`src/rtl/motor_pkg.sv`:
```
// motor_pkg: definitions shared by the H-bridge drive stage and its
// helpers.
//   - motor_state_e : one-hot ramp FSM state encoding (5 bits)
//   - MOTOR_CNT_W   : default width of the PWM period counter and duty register
package motor_pkg;

    localparam int MOTOR_CNT_W = 16;

    // One-hot encoding keeps each state decode a single flop. Illegal
    // encodings fall back to STOP in the FSM.
    typedef enum logic [4:0] {
        ST_STOP      = 5'b00001,
        ST_RAMP_UP   = 5'b00010,
        ST_RUN       = 5'b00100,
        ST_RAMP_DOWN = 5'b01000,
        ST_DEAD      = 5'b10000
    } motor_state_e;

endpackage

```
`src/rtl/motor_drive_if.sv`:
```
// motor_drive_if: run request and bridge-drive bundle between the mode FSM
// and the H-bridge drive stage.
//   enable   : run request (mode FSM -> drive)
//   direct   : requested direction, 1 = clockwise (mode FSM -> drive)
//   pwm_a    : bridge leg A gate, clockwise (drive -> bridge)
//   pwm_b    : bridge leg B gate, counter-clockwise (drive -> bridge)
//   at_speed : drive is at full duty (drive -> mode FSM)
//   busy     : drive is anywhere but STOP (drive -> mode FSM)
// Modports: master = mode FSM side, slave = drive stage side.
interface motor_drive_if;

    logic enable;
    logic direct;
    logic pwm_a;
    logic pwm_b;
    logic at_speed;
    logic busy;

    modport master (
        output enable,
        output direct,
        input  pwm_a,
        input  pwm_b,
        input  at_speed,
        input  busy
    );

    modport slave (
        input  enable,
        input  direct,
        output pwm_a,
        output pwm_b,
        output at_speed,
        output busy
    );

endinterface

```
`src/rtl/pwm_counter.sv`:
```
// pwm_counter: free-running PWM period counter shared by the PWM stages.
//   sclk  : system clock
//   s_rst : synchronous active-high reset, clears the count
//   cnt   : current position in the period, 0 .. PWM_PERIOD-1
//   pe    : period end, high while cnt == PWM_PERIOD-1
// The counter wraps continuously and does not depend on any drive state.
module pwm_counter
    import motor_pkg::*;
#(
    parameter int PWM_PERIOD = 1000,
    parameter int CNT_W      = MOTOR_CNT_W
) (
    input  logic             sclk,
    input  logic             s_rst,
    output logic [CNT_W-1:0] cnt,
    output logic             pe
);

    localparam logic [CNT_W-1:0] CNT_LAST = CNT_W'(PWM_PERIOD - 1);

    logic [CNT_W-1:0] cnt_q;
    logic [CNT_W-1:0] cnt_d;

    always_comb begin
        cnt_d = cnt_q + CNT_W'(1);
        if (cnt_q == CNT_LAST) begin
            cnt_d = '0;
        end
    end

    // NOTE: state flops use non-blocking assignments so every flop samples
    // the pre-edge values of the others, as real hardware does.
    always_ff @(posedge sclk) begin
        if (s_rst) begin
            cnt_q <= '0;
        end else begin
            cnt_q <= cnt_d;
        end
    end

    assign cnt = cnt_q;
    assign pe  = (cnt_q == CNT_LAST);

endmodule

```
`src/rtl/motor_drive.sv`:
```
// motor_drive: H-bridge drive stage with soft-start / soft-stop duty ramps.
//   sclk  : system clock
//   s_rst : synchronous active-high reset; cuts drive on the same edge
//   bus   : motor_drive_if.slave
//           enable/direct in; pwm_a/pwm_b/at_speed/busy out (all registered)
// A direction change always runs ramp-down, DEAD_CYC fully-off periods,
// a STOP period, then ramp-up, so both legs are never driven together and
// the bridge never reverses abruptly. Duty, latched direction and every
// state transition only change at the period end, so a new duty always
// starts on a period boundary.
module motor_drive
    import motor_pkg::*;
#(
    parameter int PWM_PERIOD = 1000,
    parameter int DUTY_MAX   = 800,
    parameter int RAMP_STEP  = 8,
    parameter int DEAD_CYC   = 4,
    parameter int CNT_W      = MOTOR_CNT_W
) (
    input  logic          sclk,
    input  logic          s_rst,
    motor_drive_if.slave  bus
);

    localparam int CNT_W1   = CNT_W + 1;
    localparam int DEAD_EFF = (DEAD_CYC < 1) ? 1 : DEAD_CYC;

    localparam logic [CNT_W-1:0]  DUTY_MAX_N = CNT_W'(DUTY_MAX);
    localparam logic [CNT_W-1:0]  STEP_N     = CNT_W'(RAMP_STEP);
    localparam logic [CNT_W-1:0]  START_DUTY = CNT_W'((RAMP_STEP < DUTY_MAX) ? RAMP_STEP : DUTY_MAX);
    localparam logic [CNT_W-1:0]  DEAD_LAST  = CNT_W'(DEAD_EFF - 1);
    localparam logic [CNT_W1-1:0] DUTY_MAX_W = CNT_W1'(DUTY_MAX);
    localparam logic [CNT_W1-1:0] STEP_W     = CNT_W1'(RAMP_STEP);

    logic [CNT_W-1:0] cnt;
    logic             pe;

    pwm_counter #(
        .PWM_PERIOD (PWM_PERIOD),
        .CNT_W      (CNT_W)
    ) u_pwm_counter (
        .sclk  (sclk),
        .s_rst (s_rst),
        .cnt   (cnt),
        .pe    (pe)
    );

    motor_state_e     state_q, state_d;
    logic [CNT_W-1:0] duty_q, duty_d;
    logic [CNT_W-1:0] dead_q, dead_d;
    logic             dir_lat_q, dir_lat_d;
    logic             pwm_a_q, pwm_a_d;
    logic             pwm_b_q, pwm_b_d;
    logic             at_speed_q, at_speed_d;
    logic             busy_q, busy_d;

    logic              dir_in;
    logic              rev;
    logic              pwm_on;
    logic [CNT_W1-1:0] duty_ext;
    logic [CNT_W1-1:0] duty_up;

    // NOTE: every signal written here gets a default first, so no path can
    // leave one unassigned and infer a latch.
    always_comb begin
        state_d   = state_q;
        duty_d    = duty_q;
        dead_d    = dead_q;
        dir_lat_d = dir_lat_q;

        // Only an unambiguous 1 means clockwise; z/x resolve to counter-clockwise.
        dir_in   = (bus.direct === 1'b1);
        rev      = (dir_in != dir_lat_q);
        // One extra bit so the ramp sums cannot wrap before the saturating compare.
        duty_ext = {1'b0, duty_q};
        duty_up  = duty_ext + STEP_W;

        if (pe) begin
            case (state_q)
                ST_STOP: begin
                    if (bus.enable) begin
                        dir_lat_d = dir_in;
                        duty_d    = START_DUTY;
                        state_d   = ST_RAMP_UP;
                    end
                end
                ST_RAMP_UP: begin
                    if (!bus.enable || rev) begin
                        state_d = ST_RAMP_DOWN;
                    end else if (duty_up >= DUTY_MAX_W) begin
                        duty_d  = DUTY_MAX_N;
                        state_d = ST_RUN;
                    end else begin
                        duty_d = duty_up[CNT_W-1:0];
                    end
                end
                ST_RUN: begin
                    if (!bus.enable || rev) begin
                        state_d = ST_RAMP_DOWN;
                    end
                end
                ST_RAMP_DOWN: begin
                    // Resuming keeps the current duty and ramps up from there.
                    if (bus.enable && !rev) begin
                        state_d = ST_RAMP_UP;
                    end else if (duty_ext <= STEP_W) begin
                        duty_d  = '0;
                        dead_d  = '0;
                        state_d = ST_DEAD;
                    end else begin
                        duty_d = duty_q - STEP_N;
                    end
                end
                ST_DEAD: begin
                    // Inputs are deliberately ignored until the dead time has elapsed.
                    duty_d = '0;
                    dead_d = dead_q + CNT_W'(1);
                    if (dead_q == DEAD_LAST) begin
                        state_d = ST_STOP;
                    end
                end
                default: begin
                    duty_d  = '0;
                    state_d = ST_STOP;
                end
            endcase
        end

        // Each leg is gated by the latched direction, so both can never be high.
        pwm_on  = (cnt < duty_q);
        pwm_a_d = pwm_on & dir_lat_q;
        pwm_b_d = pwm_on & ~dir_lat_q;

        // Status is decoded from the next state so it lines up with state_q.
        at_speed_d = (state_d == ST_RUN);
        busy_d     = (state_d != ST_STOP);
    end

    always_ff @(posedge sclk) begin
        if (s_rst) begin
            state_q    <= ST_STOP;
            duty_q     <= '0;
            dead_q     <= '0;
            dir_lat_q  <= 1'b0;
            pwm_a_q    <= 1'b0;
            pwm_b_q    <= 1'b0;
            at_speed_q <= 1'b0;
            busy_q     <= 1'b0;
        end else begin
            state_q    <= state_d;
            duty_q     <= duty_d;
            dead_q     <= dead_d;
            dir_lat_q  <= dir_lat_d;
            pwm_a_q    <= pwm_a_d;
            pwm_b_q    <= pwm_b_d;
            at_speed_q <= at_speed_d;
            busy_q     <= busy_d;
        end
    end

    assign bus.pwm_a    = pwm_a_q;
    assign bus.pwm_b    = pwm_b_q;
    assign bus.at_speed = at_speed_q;
    assign bus.busy     = busy_q;

endmodule
```
`src/flat_wrapper.sv`:
```
// flat-port wrapper written by rule: the top's interface ports become plain ports
module motor_drive_flat import motor_pkg::*;
#(
    parameter int PWM_PERIOD = 1000,
    parameter int DUTY_MAX   = 800,
    parameter int RAMP_STEP  = 8,
    parameter int DEAD_CYC   = 4,
    parameter int CNT_W      = MOTOR_CNT_W
)
  (sclk, s_rst, bus_enable, bus_direct, bus_pwm_a, bus_pwm_b, bus_at_speed, bus_busy);
  motor_drive_if bus_i ();
  input  logic sclk;
  input  logic s_rst;
  input wire logic [$bits(bus_i.enable)-1:0] bus_enable;
  input wire logic [$bits(bus_i.direct)-1:0] bus_direct;
  output wire logic [$bits(bus_i.pwm_a)-1:0] bus_pwm_a;
  output wire logic [$bits(bus_i.pwm_b)-1:0] bus_pwm_b;
  output wire logic [$bits(bus_i.at_speed)-1:0] bus_at_speed;
  output wire logic [$bits(bus_i.busy)-1:0] bus_busy;
  assign bus_i.enable = bus_enable;
  assign bus_i.direct = bus_direct;
  assign bus_pwm_a = bus_i.pwm_a;
  assign bus_pwm_b = bus_i.pwm_b;
  assign bus_at_speed = bus_i.at_speed;
  assign bus_busy = bus_i.busy;
  motor_drive #(.PWM_PERIOD(PWM_PERIOD), .DUTY_MAX(DUTY_MAX), .RAMP_STEP(RAMP_STEP), .DEAD_CYC(DEAD_CYC), .CNT_W(CNT_W)) u_core (.sclk(sclk), .s_rst(s_rst), .bus(bus_i));
endmodule
```
`config.mk`:
```
export PLATFORM = sky130hd
export DESIGN_NAME = motor_drive_flat
export DESIGN_NICKNAME = d
export VERILOG_FILES = /design/src/rtl/motor_pkg.sv /design/src/rtl/motor_drive_if.sv /design/src/rtl/pwm_counter.sv /design/src/rtl/motor_drive.sv /design/src/flat_wrapper.sv
export SDC_FILE = /design/constraint.sdc
export NUM_CORES = 1
export LEC_CHECK = 0
export CAP_MARGIN = 20
export CORE_MARGIN = 5
export CORE_UTILIZATION = 55
export DETAILED_ROUTE_END_ITERATION = 6
export GPL_TIMING_DRIVEN = 0
export PLACE_DENSITY = 0.72
export SETUP_SLACK_MARGIN = 0.05
export SYNTH_ARGS = -nofsm -noshare
export SYNTH_HDL_FRONTEND = slang
export SYNTH_SLANG_ARGS = --single-unit
```
`constraint.sdc`:
```
create_clock -name sclk -period 2.9 [get_ports sclk]
set_clock_uncertainty 0.2 [all_clocks]
set_input_delay 0.435 -clock sclk [delete_from_list [all_inputs] [get_ports sclk]]
set_output_delay 0.435 -clock sclk [all_outputs]
set_load 0.05 [all_outputs]
```
# After elaboration in Yosys (flattened, before gate mapping)
# Index checks and enable logic that the tools add are counted.
# op_classes
n_addsub,4
magnitude_cmp,3
n_eq_ne,15
mux,18
n_bitwise,4
n_reduce_logical,9
# op_table
operator,n
$mux 16,7
$pmux 16 s4,1
$mux 5,8
$add 16x1->16 const B,2
$pmux 16 s2,1
$pmux 5 s5,1
$add 16x4->17 const B,1
$ge 17x10->1 const B,1
$eq 16x10->1 const B,1
$eq 16x2->1 const B,1
$le 16x4->1 const B,1
$lt 16x16->1,1
$sub 16x4->16 const B,1
$eq 5x3->1 const B,2
$ne 2x2->1 const B,3
$eq 5x1->1 const B,1
$eq 5x2->1 const B,1
$eq 5x4->1 const B,1
$eq 5x5->1 const B,1
$ne 5x1->1 const B,1
$reduce_and 5->1,1
$reduce_and 4->1,1
$reduce_and 3->1,1
$and 1x1->1,2
9 further kinds,11
# word_totals
register_bits,58
in_bits,4
output_inout_bits,4
wordCells,62

# Depth between registers and ports, before layout
# Gate-level depths: netlist of run 1.
# logic_depth
ltp_word,8
depth_mapped,10
depth_no_buf,9

# Cells and area by module
# From an unflattened synthesis of run 1, not the netlist that was laid out.
# unflattened
cells_unflattened,461
area_unflattened_um2,3666.0
# by_module_without_submodules
module,instances,cells_each,area_each_um2,seq_area_each_um2
motor_drive,1,376,2900.3,780.7
pwm_counter,1,85,765.7,320.3

# Least setup slack after synthesis of run 1
# Ideal clock, no wire load.
# synth_timing
kind,reg-to-reg
from,reg u_core.duty_q[4]
to,reg u_core.duty_q[3]
setup_time_ns,0.091
t_arrival_ns,2.143
required_ns,2.609
slack_ns,0.466
path_stages_with_launch,10
path_buffers,1
synth_period_minus_slack_ns,2.434
cell_sequence,dfxtp_1 -> ha_1 -> clkbuf_1 -> nand3_1 -> nor3_1 -> mux2i_1 -> o211ai_1 -> nor2_2 -> o21ai_0 -> a311oi_1
# synth_between
elab_chain_len,5
word_cells_on_any_way,8
classes_between,add/sub: 1; order compare: 2; mux: 5
# synth_lines
element,line,source
from (decl),motor_drive.sv:49,"logic [CNT_W-1:0] duty_q, duty_d;"
from (signal assigned),motor_drive.sv:151,duty_q <= duty_d;
$add 16x4->17,motor_drive.sv:76,duty_up = duty_ext + STEP_W;
$ge 17x10->1,motor_drive.sv:90,end else if (duty_up >= DUTY_MAX_W) begin
$mux 16,motor_drive.sv:90,
$mux 16,motor_drive.sv:88,if (!bus.enable || rev) begin
$pmux 16 s4 (*),motor_drive.sv:79,case (state_q)
# Mark *: on every way between the ends. The rest lies on a longest branch, timed or not. The select of a mux whose other input is x is not followed.
# A chain may end at the register's enable or synchronous reset.

# Worst setup path in the final report of run 1
# layout_timing
from,reg u_core.u_pwm_counter.cnt_q[0] (netlist: u_core.u_pwm_counter.cnt[0])
to,reg u_core.duty_q[9]
# layout_between
elab_chain_len,2
# layout_lines
element,line,source
from (decl),pwm_counter.sv:21,logic [CNT_W-1:0] cnt_q;
from (signal assigned),pwm_counter.sv:37,cnt_q <= cnt_d;
$eq 16x10->1,pwm_counter.sv:42,assign pe = (cnt_q == CNT_LAST);
$reduce_and 5->1 (no source line),--,
# Every way passes these cells.

==> results_dict.tcl, run 1 <==
set metrics [dict create \
    cp_max_fo 10 \
    gp_congestion 0.928 \
    cts-root-buf "clkbuf_8" \
    drc 0 \
    rsz0062_at_grt "yes" \
    hold_ws_ps 249 \
    yosysWarnings 0 \
    design.die.area_mm2 0.00781 \
    nets 449 \
    synth_xor_area_share_pct 8.03 \
    setup_tns_ps 0 \
    die_w_um 88.4 \
    cp.required_ps 2940 \
    syn_nets 430 \
    antenna_cells 0 \
    critPathKind "flop to flop" \
    hold_viol_final 0 \
    layout_common_cells "dfxtp_1, nor2_1, nand2_1, nand3_1, a21oi_1" \
    synth_edf_count 0 \
    synth-compound-area-share_pct 18.0 \
    worstSetupEndpoint "u_core.duty_q[9]$_SDFFE_PP0P_" \
    synth_top_family_by_area "simple AND/OR/NAND/NOR gates" \
    power.leakage_nw 1.35 \
    tightest_slew_ps 783 \
    routed_wl_um 7780 \
    synth_fa_ha_area_share_pct 6.66 \
    initial_core_util_pct 56.7 \
    endpoint_kind "flop" \
    period_share_pct 93.6 \
    dp_slack_ps -243 \
    insertion_delay_ps 320 \
    vias 2989 \
    drive_above_1_share_pct 10.5 \
    grt_max_degree 19 \
    fin_util_pct 62.8 \
    syn_to_final_growth_pct 10.7 \
    grt_first_pass_wirelength_um 13100 \
    start_kind "flop" \
    viasPerCell 5.94 \
    seq_area_frac_synth_pct 32.6 \
    drt_iter0_drc 150 \
    cts.htree.levels 2 \
    antenna_found_initial 0 \
    r2r_start "u_core.u_pwm_counter.cnt[0]$_SDFF_PP0_" \
    async_reset_ff_share_pct 0 \
    synth_ff_type "dfxtp_1" \
    final_common_cell "dfxtp_1" \
    power_density_mw_per_mm2 356 \
    cp-startpoint "u_core.u_pwm_counter.cnt[0]$_SDFF_PP0_" \
    drv_cap 0 \
    clockBufferDepth 2 \
    clkSinkCount 55 \
    grt_usage_pct 21.1 \
    slew_headroom_pct 47.7 \
    synth.avg_cell_area_um2 8.28 \
    r2r_cells 9 \
    synth_area_mm2 0.00338 \
    ant_nets 0 \
    outcome "finished, final reports clean" \
    fin_crit_ps 2720 \
    die_y_um 88.4 \
    routedWlPerCell_um 15.5 \
    ys_types 66 \
    rows 28 \
    cts_hold_buf 0 \
    path_clk_slew_ps 100 \
    grt_overflow 0 \
    worstPathArrival_ps 2760 \
    power_mw 1.33 \
    design_area_mm2 0.00374 \
    io_pins 8 \
    max_freq_ghz 0.368 \
    r2r-end "u_core.duty_q[9]$_SDFFE_PP0P_" \
    synthSimpleGateAreaFrac_pct 29.8 \
    io_buffers 7 \
    report.final.slew_viol_count 0 \
    dp_hpwl_um 5740 \
    synth.area.mux_share_pct 0.592 \
    cts_made_buffers 5 \
    first_pass_iters 5 \
    core-area_mm2 0.00596 \
    placed_area_mm2 0.00354 \
    placed_cells 490 \
    peakVddDrop_v 0.000227 \
    fin_cells 503 \
    report.final.setup_viol 0 \
    synth-seq-cells 55 \
    cts_tree "yes" \
    rrSetupSlack_ps 180 \
    fin_ws_ps 184 \
    grt_pass1_vias 2791 \
    hp-class "flop to flop" \
    netlist_instances 408 \
]
[cells by family after synthesis]
logic type	Yosys count
DFF	55
adders and majority gates	18
AOI/OAI and AO/OA	87
xor gates and xnor gates	31
muxes	2
buffers and inverters	33
and+or+nand+nor	182
[repair_timing]
action	CTS	global route
endpoints found under the setup margin	9	27
setup buffers	0	6
pin swaps	1	3
gates resized for setup	3	6
[per-layer routing]
metal  up-vias  GRT usage, %  share of wire (%)
li1       1520             -                  -
met5         -             0                  0
met4         0          6.04                1.6
met1      1398          28.2                 47
met3        11          3.91                4.5
met2        60          34.7                 47
[cells in the mapped netlist (all sizes together), types with 2 or more instances]
cell	n	area (µm²)
xor2	18	158
nor4b	2	23.8
a21oi	21	105
or3	4	25.0
or2	3	18.8
dfxtp	55	1100
a2bb2oi	2	17.5
buf	9	55.1
nand2	25	93.8
inv	15	56.3
a22oi	2	15.0
nor4	10	98.8
and4	6	52.6
nor2b	5	31.3
nor3b	3	27.5
a31oi	3	18.8
nand3	22	115
o21a	3	22.5
o21ai	20	100
clkbuf	9	33.8
o31ai	3	36.3
a311oi	2	17.5
o221ai	2	17.5
a21o	6	46.3
a31o	2	17.5
and2	6	37.5
and3	13	81.3
a211oi	6	45.0
mux2i	2	20.0
o211ai	3	22.5
nor3	12	60.1
o32ai	2	17.5
nor2	53	214
nand3b	2	15.0
ha	18	225
nand4	10	62.6
xnor2	13	114
[worst min path at each step]
stage | from | to | cells after the start
after floorplan | u_core.u_pwm_counter.cnt[0]$_SDFF_PP0_ | u_core.u_pwm_counter.cnt[0]$_SDFF_PP0_ | 1
after global placement | u_core.u_pwm_counter.cnt[0]$_SDFF_PP0_ | u_core.u_pwm_counter.cnt[0]$_SDFF_PP0_ | 1
after detailed placement | u_core.u_pwm_counter.cnt[0]$_SDFF_PP0_ | u_core.u_pwm_counter.cnt[0]$_SDFF_PP0_ | 1
after CTS | u_core.u_pwm_counter.cnt[0]$_SDFF_PP0_ | u_core.u_pwm_counter.cnt[0]$_SDFF_PP0_ | 1
after global routing | u_core.u_pwm_counter.cnt[0]$_SDFF_PP0_ | u_core.u_pwm_counter.cnt[0]$_SDFF_PP0_ | 1
final | u_core.u_pwm_counter.cnt[0]$_SDFF_PP0_ | u_core.u_pwm_counter.cnt[0]$_SDFF_PP0_ | 1
[worst max-delay path: stages (launching register included)]
cell	delay [ps]
dfxtp_1	360
ha_1	240
and4_1	300
nand4_1	120
buf_4	180
or4_1	570
buf_2	230
nor2_4	180
nand3_1	90
a31oi_1	170
[cell type report]
type | instances | area [µm²]
fill | 555 | 2210
clock inverter | 3 | 47.5
tap | 75 | 93.8
buffer | 17 | 86.3
timing repair buffer | 13 | 115
sequential | 55 | 1100
inverter | 15 | 56.3
clock buffer | 5 | 68.8
multi-input combinational | 320 | 2170
[registers in the layout, indices dropped and copies added, names as in the netlist]
signal                    flops
u_core.dead_q                16
u_core.u_pwm_counter.cnt     16
u_core.duty_q                13
u_core.state_q                5
u_core.bus.at_speed           1
u_core.bus.busy               1
u_core.bus.pwm_a              1
u_core.bus.pwm_b              1
u_core.dir_lat_q              1
[power breakdown]
group	total, mW	internal (mW)	switching, mW
sequential	0.761	0.758	0.00273
combinational	0.0375	0.0128	0.0247
clock	0.534	0.262	0.272
total	1.33	1.03	0.299
No activity file was read; power rests on OpenSTA's default activity.
==> run 2: changes to the inputs <==
--- a/config.mk
+++ b/config.mk
@@ -10,7 +10,7 @@
 export CORE_UTILIZATION = 55
 export DETAILED_ROUTE_END_ITERATION = 6
 export GPL_TIMING_DRIVEN = 0
-export PLACE_DENSITY = 0.72
+export PLACE_DENSITY = 0.82
 export SETUP_SLACK_MARGIN = 0.05
 export SYNTH_ARGS = -nofsm -noshare
 export SYNTH_HDL_FRONTEND = slang
==> run 2 against run 1 <==
Compared with the run above: routed wire length rose by 1.6%; register-to-register slack is essentially flat; highest routed layer unchanged; via count is 4.2% higher; clock power shrank 6.6%; worst hold slack improved by 10 ps; design area decreased by 0.40%; sequential power about the same; core utilization down 0.25 points; final cell count is 0.20% lower; flip-flop and latch count did not move.
==> results_dict.tcl, run 2 (synthesis results as in run 1) <==
set metrics [dict create \
    clock_power_share_pct 38.4 \
    io_buffers 7 \
    max_stage_delay_ps 630 \
    grt_pass1_vias 2906 \
    endpoint_kind "flop" \
    antenna_cells 0 \
    swShare_pct 21.0 \
    die_w_um 88.4 \
    cts_hold_buf 0 \
    grt_max_degree 17 \
    syn_to_final_growth_pct 10.3 \
    report.final.slew_viol_count 0 \
    critPathSlowestCell "or4_1" \
    layout_common_cells "dfxtp_1, nor2_1, nand2_1, nand3_1, a21oi_1" \
    peakVddDrop_v 0.000251 \
    vias 3116 \
    first_pass_iters 5 \
    outcome "finished, final reports clean" \
    cts.htree.levels 2 \
    drc 0 \
    fin_crit_ps 2700 \
    pwr-share-comb_pct 2.9 \
    grt_usage_pct 20.9 \
    gp_congestion 0.941 \
    critPathTopFamily "simple AND/OR/NAND/NOR gates" \
    fill_cells 508 \
    routedWlPerCell_um 15.8 \
    drv_cap 0 \
    p_seq_share_pct 58.7 \
    fin_util_pct 62.6 \
    initial_core_util_pct 56.7 \
    clkSinkCount 55 \
    path_clk_slew_ps 90 \
    report.final.setup_viol 0 \
    cp.required_ps 2930 \
    setup_tns_ps 0 \
    nets 449 \
    clockBufferDepth 2 \
    tightest_slew_ps 810 \
    final_common_cell "dfxtp_1" \
    insertion_delay_ps 310 \
    worstPathArrival_ps 2730 \
    io_pins 8 \
    path_cells "ha_2 > and4_2 > nand4_1 > or4_1 > buf_2 > nor2_4 > o21ai_1 > a31oi_1" \
    power_density_mw_per_mm2 348 \
    cts_made_buffers 5 \
    hold_viol_final 0 \
    slew_headroom_pct 45.5 \
    ant_nets 0 \
    max_freq_ghz 0.370 \
    grt_overflow 0 \
    cts_tree "yes" \
    critPathKind "flop to flop" \
    viasPerCell 6.21 \
    power.switching_mw 0.273 \
    placed_area_mm2 0.00354 \
    rsz0062_at_grt "no" \
    dp_hpwl_um 5780 \
    design_area_mm2 0.00373 \
    hp-class "flop to flop" \
    die_y_um 88.4 \
    cp_max_fo 10 \
    period_share_pct 93.2 \
    drt_iter0_drc 290 \
    grt_first_pass_wirelength_um 13200 \
    dp_slack_ps -93.5 \
    fin_ws_ps 197 \
    start_kind "flop" \
    core-area_mm2 0.00596 \
    power.leakage_nw 1.34 \
    antenna_found_initial 0 \
    crit_buf_inv 1 \
    drive_above_1_share_pct 10.5 \
    cts-root-buf "clkbuf_8" \
    rows 28 \
    intPower_mw 1.02 \
    design.die.area_mm2 0.00781 \
    routed_wl_um 7910 \
]
-- run 2: layout make-up --
type,count,area [µm²],area share (%)
plain buffers,17,87.6,2.35
well taps,75,93.8,2.52
clock buffers,5,68.8,1.85
multi-input cells,320,2160,58.1
inverters,15,56.3,1.51
repair buffers,13,115,3.09
flip-flops and latches,55,1100,29.6
clock inverters,2,37.5,1.01
-- run 2: stage by stage --
stage               cells  hold slack [ps]  power (mW)
global route          502              296        1.35
floorplan             408              213       0.801
CTS                   496              267        1.30
detailed placement    490              254       0.815
finish                502              260        1.30
global placement      490              224       0.814
-- run 2: path summary, 6_finish.rpt --
path | from | endpoint | slack (ps) | cells after the start
worst max-delay path | u_core.u_pwm_counter.cnt[0]$_SDFF_PP0_ | u_core.duty_q[6]$_SDFFE_PP0P_ | 200 | 8
worst min-delay path | u_core.u_pwm_counter.cnt[0]$_SDFF_PP0_ | u_core.u_pwm_counter.cnt[0]$_SDFF_PP0_ | 260 | 1
worst max register to register | u_core.u_pwm_counter.cnt[0]$_SDFF_PP0_ | u_core.duty_q[6]$_SDFFE_PP0P_ | 200 | 8
worst min register to register | u_core.u_pwm_counter.cnt[0]$_SDFF_PP0_ | u_core.u_pwm_counter.cnt[0]$_SDFF_PP0_ | 260 | 1
-- run 2: what timing repair did --
item	4_1_cts	5_1_grt
resized for setup	1	10
endpoints found under the hold margin	0	0
gates cloned	0	0
endpoints found under the setup margin	7	25
buffers inserted	0	6
pin swaps	0	3
-- run 2: worst reg2reg max path, delay by kind of cell (launching register included) --
kind / cells / cell delay (ps)
buf+inv: 1 / 230
compound gates: 2 / 270
fa+ha+maj: 1 / 220
flops: 1 / 360
simple gates: 4 / 1340
-- run 2: power by group through the flow --
stage               combinational [mW]  clock (mW)  sequential [mW]
floorplan                       0.0226           0            0.778
global placement                0.0355           0            0.778
detailed placement              0.0362           0            0.779
CTS                             0.0365       0.506            0.761
global route                    0.0407       0.546            0.762
finish                          0.0372       0.499            0.761
-- run 2: routing by layer --
metal	part of all wire [%]	up-vias	wire length (µm)	global-route usage [%]
li1	-	1525	-	-
met1	45	1468	3530	27.1
met2	48	105	3770	35.1
met3	5.5	18	434	3.63
met4	2.1	0	169	6.73
met5	0	-	0	0
==> run 3: changes to the inputs <==
--- a/config.mk
+++ b/config.mk
@@ -10,7 +10,7 @@
 export CORE_UTILIZATION = 55
 export DETAILED_ROUTE_END_ITERATION = 6
 export GPL_TIMING_DRIVEN = 0
-export PLACE_DENSITY = 0.82
+export PLACE_DENSITY = 0.85
 export SETUP_SLACK_MARGIN = 0.05
 export SYNTH_ARGS = -nofsm -noshare
 export SYNTH_HDL_FRONTEND = slang
==> constraint.sdc (replaced) <==
create_clock -name sclk -period 2.35 [get_ports sclk]
set_clock_uncertainty 0.2 [all_clocks]
set_input_delay 0.3525 -clock sclk [delete_from_list [all_inputs] [get_ports sclk]]
set_output_delay 0.3525 -clock sclk [all_outputs]
set_load 0.05 [all_outputs]
==> run 3 against run 2 <==
Compared with the run above: the flow now finishes with violations (setup timing); non-clock buffer count up 35; flip-flop and latch count unchanged; sequential share of layout area shrank 4.0 points; worst setup slack got worse by 390 ps; critical path depth is 4 higher; fmax increased by 6.1%; routed wire length up 29%; clock-buffer cell count grew 1; worst hold slack improved by 66 ps; core utilization increased by 12 points; die area unchanged; critical endpoint is now u_core.duty_q[5]$_SDFFE_PP0P_; highest routed layer unchanged.
==> results_dict.tcl, run 3 (synthesis results as in run 1) <==
set metrics [dict create \
    outcome "complete, but fails checks" \
    violations "setup timing" \
    die_y_um 88.4 \
    final_common_cell "nor2_1" \
    drc 0 \
    fin_util_pct 74.1 \
    cts-root-buf "clkbuf_8" \
    report.final.setup_viol 21 \
    core-area_mm2 0.00596 \
    rrSetupSlack_ps -200 \
    drv_cap 0 \
    drt_iter0_drc 302 \
    gp_congestion 0.929 \
    cts_hold_buf 0 \
    holdPathStages 1 \
    antenna_cells 0 \
    use_met2_pct 38.6 \
    initial_core_util_pct 56.7 \
    power_density_mw_per_mm2 355 \
    antenna_found_initial 0 \
    r2r-end "u_core.duty_q[5]$_SDFFE_PP0P_" \
    grt_usage_pct 23.3 \
    peakVddDrop_v 0.000305 \
    critPathKind "flop to flop" \
    fin_crit_ps 2550 \
    layout_common_cells "nor2_1, dfxtp_1, buf_4, nand2_1, a21oi_1" \
    io_pins 8 \
    cp.required_ps 2320 \
    hp-class "flop to flop" \
    viasPerCell 6.49 \
    report.final.slew_viol_count 0 \
    clockBufferDepth 2 \
    path_clk_slew_ps 100 \
    ant_nets 0 \
    grt_max_degree 18 \
    hold_viol_final 0 \
    design.die.area_mm2 0.00781 \
    insertion_delay_ps 320 \
    io_buffers 7 \
    rows 28 \
    drive_above_1_share_pct 32.2 \
    start_kind "flop" \
    grt.met1_usage_pct 30.7 \
    worstPathArrival_ps 2510 \
    min_from "u_core.dir_lat_q$_SDFFE_PP0P_" \
    holdPathEnd "u_core.bus.pwm_b$_SDFF_PP0_" \
    period_share_pct 108 \
    r2r_cells 12 \
    power.leakage_nw 1.63 \
    setup_tns_ps -1050 \
    r2r_start "u_core.duty_q[7]$_SDFFE_PP0P_" \
    vias 3493 \
    routedWlPerCell_um 19.0 \
    multi_input_area_mm2 0.00248 \
    first_pass_iters 5 \
    max_freq_ghz 0.393 \
    hold_ws_ps 326 \
    cp_max_fo 5 \
    die_w_um 88.4 \
    endpoint_kind "flop" \
    cts_made_buffers 5 \
    grt_pass1_vias 3082 \
    rsz0062_at_grt "yes" \
    grt_overflow 0 \
    nets 484 \
    cts.htree.levels 2 \
    syn_to_final_growth_pct 30.7 \
    grt_use_met3_pct 3.82 \
    fin_ws_ps -197 \
    busiest_layer "met2" \
    regArea_mm2 0.00113 \
    cts_tree "yes" \
    dp_hpwl_um 5860 \
    grt_first_pass_wirelength_um 14600 \
    slew_headroom_pct 57.5 \
    fill_cells 386 \
    tightest_slew_ps 637 \
    routed_wl_um 10200 \
    clkSinkCount 55 \
]
run 3: cell count changes in the layout (fill, tap and decap cells not counted), sizes merged:
cell / before / now
clkinvlp: 1 / 3
bufinv: 1 / 0
buf: 15 / 52
clkinv: 0 / 1
clkbuf: 13 / 12
inv: 15 / 13
run 3: area by class of cell:
type                       instances  area share (%)
clock buffer                       6            1.87
timing repair buffer              50            9.35
multi-input combinational        320            56.2
inverter                          15            1.45
tap                               75            2.13
buffer                            15            3.00
sequential                        55            25.6
clock inverter                     2           0.368
run 3: what timing repair did:
| action | in CTS | in global routing |
|---|---|---|
| resized for setup | 51 | 75 |
| setup buffers | 18 | 24 |
| setup endpoints to repair | 53 | 46 |
| cloned | 0 | 1 |
| pin swaps | 17 | 41 |
run 3: through the flow:
step                instances  total power, mW  setup slack (ps)  area [µm²]
floorplan                 408            0.989              17.1        3390
global placement          490             1.01              -463        3560
detailed placement        490             1.01              -458        3560
CTS                       514             1.57             -58.7        3980
global route              538             1.63              -244        4420
finish                    538             1.57              -197        4420
run 3: critical path: stages, from the launching register on:
cell and delay [ps]:
dfxtp_2 350, buf_6 120, buf_6 100, buf_4 100
nand2_1 80, nor3_2 200, mux2i_1 320, o211ai_1 140
buf_4 180, buf_4 130, buf_4 130, a32oi_1 220
a21oi_1 120
run 3: worst max path at each step:
stage,from,endpoint,slack (ps),cells after the start
3_3_place_gp,u_core.duty_q[4]$_SDFFE_PP0P_,u_core.duty_q[3]$_SDFFE_PP0P_,-460,9
6_report,u_core.duty_q[7]$_SDFFE_PP0P_,u_core.duty_q[5]$_SDFFE_PP0P_,-200,12
4_1_cts,u_core.u_pwm_counter.cnt[1]$_SDFF_PP0_,u_core.duty_q[9]$_SDFFE_PP0P_,-60,9
5_1_grt,u_core.u_pwm_counter.cnt[1]$_SDFF_PP0_,u_core.duty_q[5]$_SDFFE_PP0P_,-240,9
2_1_floorplan,u_core.duty_q[4]$_SDFFE_PP0P_,u_core.duty_q[3]$_SDFFE_PP0P_,20,9
3_5_place_dp,u_core.duty_q[4]$_SDFFE_PP0P_,u_core.duty_q[3]$_SDFFE_PP0P_,-460,9
run 3: metal layers:
layer	part of all wire (%)	vias up	wire, µm
li1	-	1591	-
met1	39	1669	4040
met2	50	185	5090
met3	7.0	48	714
met4	3.7	0	380
met5	0	-	0
run 3: power by group:
part / leakage (nW) / internal, mW / switching, mW / total, mW
clock network: 0.0474 / 0.241 / 0.328 / 0.570
registers: 0.450 / 0.931 / 0.00480 / 0.935
logic: 1.14 / 0.0251 / 0.0366 / 0.0617
